--- src/rtl/bus_arbiter_n_if.sv ---
// Serial system bus arbitration signals between masters and arbiter.
// Ports: breq (masters->arbiter); bgrant, msel, bus_busy, preempt (arbiter->masters).
interface bus_arbiter_n_if #(
  parameter int NUM_MASTERS = 4
);
  localparam int MSEL_WIDTH =
    (NUM_MASTERS > 1) ? $clog2(NUM_MASTERS) : 1;

  logic [NUM_MASTERS-1:0] breq;
  logic [NUM_MASTERS-1:0] bgrant;
  logic [MSEL_WIDTH-1:0]  msel;
  logic                   bus_busy;
  logic                   preempt;

  modport master (
    output breq,
    input  bgrant,
    input  msel,
    input  bus_busy,
    input  preempt
  );

  modport slave (
    input  breq,
    output bgrant,
    output msel,
    output bus_busy,
    output preempt
  );
endinterface

--- src/rtl/bus_arbiter_n.sv ---
// N-master bus arbiter: fixed or round-robin, bounded tenure, 1-cycle turnaround.
// Ports: clk, rst (async high), bus (slave: breq in; bgrant/msel/bus_busy/preempt out).
module bus_arbiter_n #(
  parameter int NUM_MASTERS = 4,
  parameter int ARB_MODE    = 1,
  parameter int MAX_HOLD    = 16,
  parameter int HOLD_WIDTH  = 8
) (
  input  logic           clk,
  input  logic           rst,
  bus_arbiter_n_if.slave bus
);
  localparam int MSEL_WIDTH =
    (NUM_MASTERS > 1) ? $clog2(NUM_MASTERS) : 1;
  localparam bit HOLD_EN = (MAX_HOLD != 0);
  localparam int LIM_I = (MAX_HOLD > 0) ?
    MAX_HOLD - 1 : (1 << HOLD_WIDTH) - 1;
  localparam logic [HOLD_WIDTH-1:0] HOLD_LIM =
    HOLD_WIDTH'(LIM_I);
  localparam logic [HOLD_WIDTH-1:0] HOLD_MAX = '1;
  localparam logic [MSEL_WIDTH-1:0] LAST_RST =
    MSEL_WIDTH'(NUM_MASTERS - 1);

  typedef enum logic [1:0] {
    IDLE,
    GRANT,
    TURN
  } state_t;

  state_t                 state_q;
  state_t                 state_d;
  logic [MSEL_WIDTH-1:0]  msel_q;
  logic [MSEL_WIDTH-1:0]  msel_d;
  logic [MSEL_WIDTH-1:0]  last_q;
  logic [MSEL_WIDTH-1:0]  last_d;
  logic [HOLD_WIDTH-1:0]  cnt_q;
  logic [HOLD_WIDTH-1:0]  cnt_d;
  logic                   pre_q;
  logic                   pre_d;
  logic [MSEL_WIDTH-1:0]  fx_win;
  logic [MSEL_WIDTH-1:0]  rr_win;
  logic                   rr_hit;
  logic [MSEL_WIDTH-1:0]  win;
  logic [NUM_MASTERS-1:0] own_oh;
  logic                   own_req;
  logic                   others;
  logic                   hold_hit;
  int                     rr_idx;

  // lowest set index wins
  always_comb begin
    fx_win = '0;
    for (int i = NUM_MASTERS - 1; i >= 0; i--) begin
      if (bus.breq[MSEL_WIDTH'(i)]) begin
        fx_win = MSEL_WIDTH'(i);
      end
    end
  end

  // search upward from last_owner+1, last_owner itself last
  always_comb begin
    rr_win = last_q;
    rr_hit = 1'b0;
    rr_idx = 0;
    for (int k = 1; k <= NUM_MASTERS; k++) begin
      rr_idx = (int'(last_q) + k) % NUM_MASTERS;
      if (!rr_hit && bus.breq[MSEL_WIDTH'(rr_idx)]) begin
        rr_hit = 1'b1;
        rr_win = MSEL_WIDTH'(rr_idx);
      end
    end
  end

  assign win = (ARB_MODE != 0) ? rr_win : fx_win;

  always_comb begin
    own_oh = '0;
    own_oh[msel_q] = 1'b1;
  end

  assign own_req  = |(bus.breq & own_oh);
  assign others   = |(bus.breq & ~own_oh);
  assign hold_hit = HOLD_EN && (cnt_q >= HOLD_LIM);

  always_ff @(posedge clk or posedge rst) begin
    if (rst) begin
      state_q <= IDLE;
      msel_q  <= '0;
      last_q  <= LAST_RST;
      cnt_q   <= '0;
      pre_q   <= 1'b0;
    end else begin
      state_q <= state_d;
      msel_q  <= msel_d;
      last_q  <= last_d;
      cnt_q   <= cnt_d;
      pre_q   <= pre_d;
    end
  end

  always_comb begin
    state_d = state_q;
    msel_d  = msel_q;
    last_d  = last_q;
    cnt_d   = cnt_q;
    pre_d   = 1'b0;
    unique case (state_q)
      IDLE: begin
        cnt_d = '0;
        if (|bus.breq) begin
          state_d = GRANT;
          msel_d  = win;
          last_d  = win;
        end
      end
      GRANT: begin
        if (cnt_q != HOLD_MAX) begin
          cnt_d = cnt_q + HOLD_WIDTH'(1);
        end
        // a voluntary release is never reported as preemption
        if (!own_req) begin
          state_d = TURN;
          cnt_d   = '0;
        end else if (hold_hit && others) begin
          state_d = TURN;
          cnt_d   = '0;
          pre_d   = 1'b1;
        end
      end
      TURN: begin
        state_d = IDLE;
        cnt_d   = '0;
      end
      default: begin
        state_d = IDLE;
        cnt_d   = '0;
      end
    endcase
  end

  always_comb begin
    bus.bgrant = '0;
    if (state_q == GRANT) begin
      bus.bgrant = own_oh;
    end
  end

  assign bus.msel     = msel_q;
  assign bus.bus_busy = (state_q == GRANT);
  assign bus.preempt  = pre_q;

endmodule

--- src/flat_wrapper.sv ---
// flat-port wrapper written by rule: the top's interface ports become plain ports
module bus_arbiter_n_flat 
#(
  parameter int NUM_MASTERS = 4,
  parameter int ARB_MODE    = 1,
  parameter int MAX_HOLD    = 16,
  parameter int HOLD_WIDTH  = 8
)
  (clk, rst, bus_breq, bus_bgrant, bus_msel, bus_bus_busy, bus_preempt);
  bus_arbiter_n_if #(.NUM_MASTERS(NUM_MASTERS)) bus_i ();
  input  logic clk;
  input  logic rst;
  input wire logic [$bits(bus_i.breq)-1:0] bus_breq;
  output wire logic [$bits(bus_i.bgrant)-1:0] bus_bgrant;
  output wire logic [$bits(bus_i.msel)-1:0] bus_msel;
  output wire logic [$bits(bus_i.bus_busy)-1:0] bus_bus_busy;
  output wire logic [$bits(bus_i.preempt)-1:0] bus_preempt;
  assign bus_i.breq = bus_breq;
  assign bus_bgrant = bus_i.bgrant;
  assign bus_msel = bus_i.msel;
  assign bus_bus_busy = bus_i.bus_busy;
  assign bus_preempt = bus_i.preempt;
  bus_arbiter_n #(.NUM_MASTERS(NUM_MASTERS), .ARB_MODE(ARB_MODE), .MAX_HOLD(MAX_HOLD), .HOLD_WIDTH(HOLD_WIDTH)) u_core (.clk(clk), .rst(rst), .bus(bus_i));
endmodule
--- config.mk ---
export PLATFORM = sky130hd
export DESIGN_NAME = bus_arbiter_n_flat
export DESIGN_NICKNAME = d
export VERILOG_FILES = /design/src/rtl/bus_arbiter_n_if.sv /design/src/rtl/bus_arbiter_n.sv /design/src/flat_wrapper.sv
export SDC_FILE = /design/constraint.sdc
export NUM_CORES = 1
export LEC_CHECK = 0
export BUFFER_PORTS_ARGS = -buffer_cell sky130_fd_sc_hd__clkbuf_2
export CORE_UTILIZATION = 55
export CTS_CLUSTER_SIZE = 24
export DETAILED_ROUTE_END_ITERATION = 10
export PLACE_DENSITY_LB_ADDON = 0.05
export SLEW_MARGIN = 20
export SYNTH_ARGS = -nofsm -noshare
export SYNTH_HDL_FRONTEND = slang
export SYNTH_SLANG_ARGS = --single-unit
--- constraint.sdc ---
create_clock -name clk -period 3.3 [get_ports clk]
set_input_delay 0.33 -clock clk [delete_from_list [all_inputs] [get_ports clk]]
set_output_delay 0.33 -clock clk [all_outputs]
set_load 0.05 [all_outputs]
# Word level (Yosys, flattened, before mapping)
# Cells that the tools add are included.
# word_totals
regBits	15
latch_bits	0
ramBits	0
rom_bits	0
input_bits	6
out_inout_bits	8
word_cells	72
memories	0
# classes
add_sub_neg	5
n_mul	0
n_div	0
n_lt_le_gt_ge	7
n_eq_ne	5
shift	0
n_mux	33
bitwise_logic	3
reduce_logical	14
# ops
op	n
$mux W8	4
$lt A2 B4 Y1 const B	4
$mux W1	15
$mux W2	7
$reduce_or A4 Y1	3
$add A8 B1 Y8 const B	1
$and A4 B4 Y4	2
$bmux W1 S2	4
$ge A8 B4 Y1 const B	1
$ne A8 B8 Y1 const B	1
$logic_and A1 B1 Y1	5
$add A2 B1 Y2 const B	2
$add A2 B2 Y2 const B	2
$mux W4	1
$ne A4 B4 Y1 const B	1
$not A4 Y4	1
$pmux W2 S2	1
$reduce_and A2 Y1	2
$logic_not A1 Y1	3
$lt A2 B3 Y1 const B	1
$ne A3 B3 Y1 const B	1
$demux W1 S2	1
$eq A2 B1 Y1 const B	1
$ge A2 B1 Y1 const B	1
2 further kinds	2

# Depth between registers and ports, before layout
# logic_depth
word_depth	14
mapped_depth	5
ltp_nobuf	5

# Worst setup path before layout
# OpenSTA, ideal clock, no wires.
# synth_timing
path_kind	register -> output
startpoint	register u_core.state_q[1]
endpoint	output bus_bgrant[0]
arrival_ns	2.459
required_time_ns	2.970
slack_ns	0.511
path_stages_with_launch	3
path_buffers	0
path_cell_list	dfrtp_1 > nor2b_1 > nor3b_1
# synth_between
elab_chain_cells	2
# synth_lines
item	line	text
start, declared	bus_arbiter_n.sv:30	state_t state_q;
start signal, assigned	bus_arbiter_n.sv:93	state_q <= state_d;
$eq A2 B1 Y1	-	
net bus_bus_busy	flat_wrapper.sv:16	output wire logic [$bits(bus_i.bus_busy)-1:0] bus_bus_busy;
$mux W4	bus_arbiter_n.sv:143	if (state_q == GRANT) begin
end, declared	flat_wrapper.sv:14	output wire logic [$bits(bus_i.bgrant)-1:0] bus_bgrant;
# The timed path passes the listed nets, and every way through them passes these cells.

# Final worst setup path
# layout_timing
startpoint	register u_core.state_q[1]
endpoint	output bus_bgrant[0]
# layout_between
elab_chain_cells	2
# layout_lines
item	line
$eq A2 B1 Y1	bus_arbiter_n.sv:143
$mux W4	bus_arbiter_n.sv:143
# Every way passes these cells.

==> qor.csv <==
stage,metric,value,unit
run_status,outcome,"complete, no violations",
worst_setup_path,Setup crit start kind,register,
timing,Total Neg Setup Slack,0,ps
worst_setup_path,Critical Path Fanout Max,7,
timing,hold slack,66.5,ps
clock_network,CTS Buffer Depth,2,
detailed_routing,ANT nets after route,0,
cells_and_area,Post-Layout Inst Area,1050,um2
synthesis,Post-synth EDFFs,0,
synthesis,synth unique cells,48,
synthesis,Synth Flop Type,dfrtp_1,
floorplan,Ports,14,
detailed_routing,total number of vias,763,
placement,RD Place Congestion,0.832,
floorplan,Die Y,43.9,um
grt,global-route wire length before repair,2.83,mm
cells_and_area,fillers,124,
worst_setup_path,arrival time at the worst endpoint,1530,ps
synthesis,Mapped Cells,97,
clock_network,Clock transition at path regs,80,ps
timing,post-layout min period,1860,ps
clock_network,CTS root buffer,clkbuf_4,
worst_setup_path,critical path cell sequence,"nor2b_1, nor3b_1, clkbuf_2",
timing,setup ws final,1440,ps
placement,Place WS,1630,ps
synthesis,post-synth top area share,0.337,
worst_setup_path,Crit path largest cell delay,390,ps
synthesis,largest cells by area after synthesis,"dfrtp_1, dfstp_2, nor2_1, mux2i_1, mux4_1",
timing,Clock Skew,8.58,ps
timing,worst rel slew slack,0.632,
synthesis,Post-Syn Area per Cell,9.95,um2
timing,Final setup viols,0,
pwr,PwrDens,796,nW/um2
worst_setup_path,Crit path required time,2970,ps
worst_setup_path,Buf/Inv on CP,1,
cells_and_area,register area,378,um2
grt,GRT Util Overall,0.199,
clock_network,clk_lat worst skew,280,ps
grt,vias in the first global route,709,
pwr,overall power,0.837,mW
timing,Final Max Tran Viols,0,
timing,Worst Max-Slew Pin Slew,551,ps
cells_and_area,Nets,118,
pwr,Leak Pwr,0.472,nW
cells_and_area,Area Growth Syn to Fin,8.95,%
synthesis,asr flop ratio synth,1.00,
floorplan,starting density of the core,0.612,
floorplan,core area,1580,um2
timing,endpoints failing hold,0,
placement,placed cell area,1020,um2
synthesis,Ys Warns,0,
worst_setup_path,Critical Path Sink Type,output port,
pwr,peak supply drop,0.000607,V
detailed_routing,drt via density,6.06,
clock_network,H-tree depth,1,
timing,f_max,539,MHz
cells_and_area,# diodes,0,
timing,unrepaired setup endpoints after global routing,no,
clock_network,CTS sink count,15,
clock_network,CTS resizes,0,
synthesis,cell taking the most area after synthesis,dfrtp_1,
clock_network,hold_buf cts,0,
worst_setup_path,"delay-heaviest family, CP",simple AND/OR/NAND/NOR gates,
synthesis,synthesized area,965,um2
floorplan,Die W,43.9,um
detailed_routing,DRC,0,
clock_network,setup bufs post-CTS,0,
placement,post-DP HPWL,1.28,mm
detailed_routing,DR WL/cell,13.3,um
grt,total grt overflow,0,
grt,initial antenna violation count,0,
placement,count of input and output buffers,13,
cells_and_area,fraction of layout cells with a size suffix above 1,0.273,
timing,period utilization,0.563,
synthesis,syn_nets,104,
worst_setup_path,CP max stage cell,dfrtp_1,
detailed_routing,DR iter-0 viols,15,
floorplan,std cell rows,14,
grt,largest net degree at the start of global routing,16,
detailed_routing,Total Wirelength,1.67,mm
synthesis,sequential area share after synthesis,0.392,
floorplan,die area,1930,um2
clock_network,CTS buffer count,3,
clock_network,CTS tree,built,
worst_setup_path,CP Class,reg -> out,
cells_and_area,multi-input logic area,547,um2
detailed_routing,drt first pass iters,6,
synthesis,Yosys reg bits,15,
flow_run,max-capacitance violation count,0,
min_path,HP Class,in -> async,
state kept, by name, summed over array words and instances (netlist names):
signal and flops:
u_core.bus.msel 2, u_core.bus.preempt 1, u_core.cnt_q 8, u_core.last_q 2
u_core.state_q 2
metal layers:
layer,GRT usage,vias up,share of wire,routed length (um)
met4,0.0364,0,0.0036,6
met5,0,-,0,0
li1,-,386,-,-
met1,0.269,358,0.50,832
met2,0.310,17,0.46,770
met3,0.0750,2,0.039,65
layout make-up:
type / count / area share
multi-input combinational: 74 / 0.520
timing repair buffer: 13 / 0.0619
tap: 16 / 0.0190
sequential: 15 / 0.360
clock buffer: 4 / 0.0250
inverter: 4 / 0.0143
report_power, final:
part           internal [mW]  leakage, nW  total (mW)  switching (mW)
combinational          0.162        0.263       0.429           0.267
clock                 0.0469       0.0150      0.0984          0.0515
sequential             0.241        0.194       0.310          0.0685
Yosys cell counts (all sizes together), types with 2 or more instances:
cell type / count
xor2: 2
nand3: 5
nand4: 2
dfrtp: 13
inv: 4
xnor2: 2
mux2i: 3
nor3: 4
dfstp: 2
o22ai: 2
buf: 3
nor4: 3
nor2: 12
a21oi: 2
nand2: 6
a21o: 2
and2: 3
o21bai: 2
nor3b: 2
kinds of logic (layout without fill, tap and decap cells):
kind of cell | count (synthesis) | in the layout | share of synthesized area
multiplexers | 5 | 5 | 0.0700
AO/OA/AOI/OAI | 15 | 15 | 0.145
XOR/XNOR | 4 | 4 | 0.0363
flip-flops | 15 | 15 | 0.392
buffers and inverters | 8 | 21 | 0.0415
adder cells (fa/ha/maj) | 1 | 1 | 0.0130
AND/OR/NAND/NOR | 49 | 49 | 0.302
final timing paths:
check                                          startpoint                       endpoint  slack (ps)  cells past startpoint
max                         u_core.state_q[1]$_DFFE_PP0P_                  bus_bgrant[0]        1440                      3
min                                                   rst    u_core.cnt_q[5]$_DFFE_PP0P_          70                      2
max reg2reg                u_core.bus.msel[1]$_DFFE_PP0P_  u_core.state_q[1]$_DFFE_PP0P_        1630                      4
min reg2reg                  u_core.last_q[0]$_DFFE_PP1P_   u_core.last_q[0]$_DFFE_PP1P_         550                      1
max in group asynchronous                             rst   u_core.last_q[0]$_DFFE_PP1P_        2860                      2
min in group clk                              bus_breq[0]   u_core.bus.preempt$_DFF_PP0_         530                      3
stage by stage:
step | cells | utilization
detailed placement | 122 | 0.650
global route | 126 | 0.667
CTS | 126 | 0.667
global placement | 122 | 0.650
finish | 126 | 0.667
floorplan | 97 | -
worst register-to-register path: stages, from the launching register on:
cell      delay [ps]
dfrtp_1          480
or4b_4           580
o22ai_4          190
o21bai_4         130
and2_1           180
cells in the final DEF (no fill, tap or decap), drive strengths merged, types with 2 or more instances in the layout:
master and instances:
a21o 2, a21oi 2, and2 3, clkbuf 17, dfrtp 13, dfstp 2, inv 4, mux2i 3
nand2 6, nand3 5, nand4 2, nor2 12, nor3 4, nor3b 2, nor4 3, o21bai 2
o22ai 2, xnor2 2, xor2 2
(Power assumes the default switching activity.)
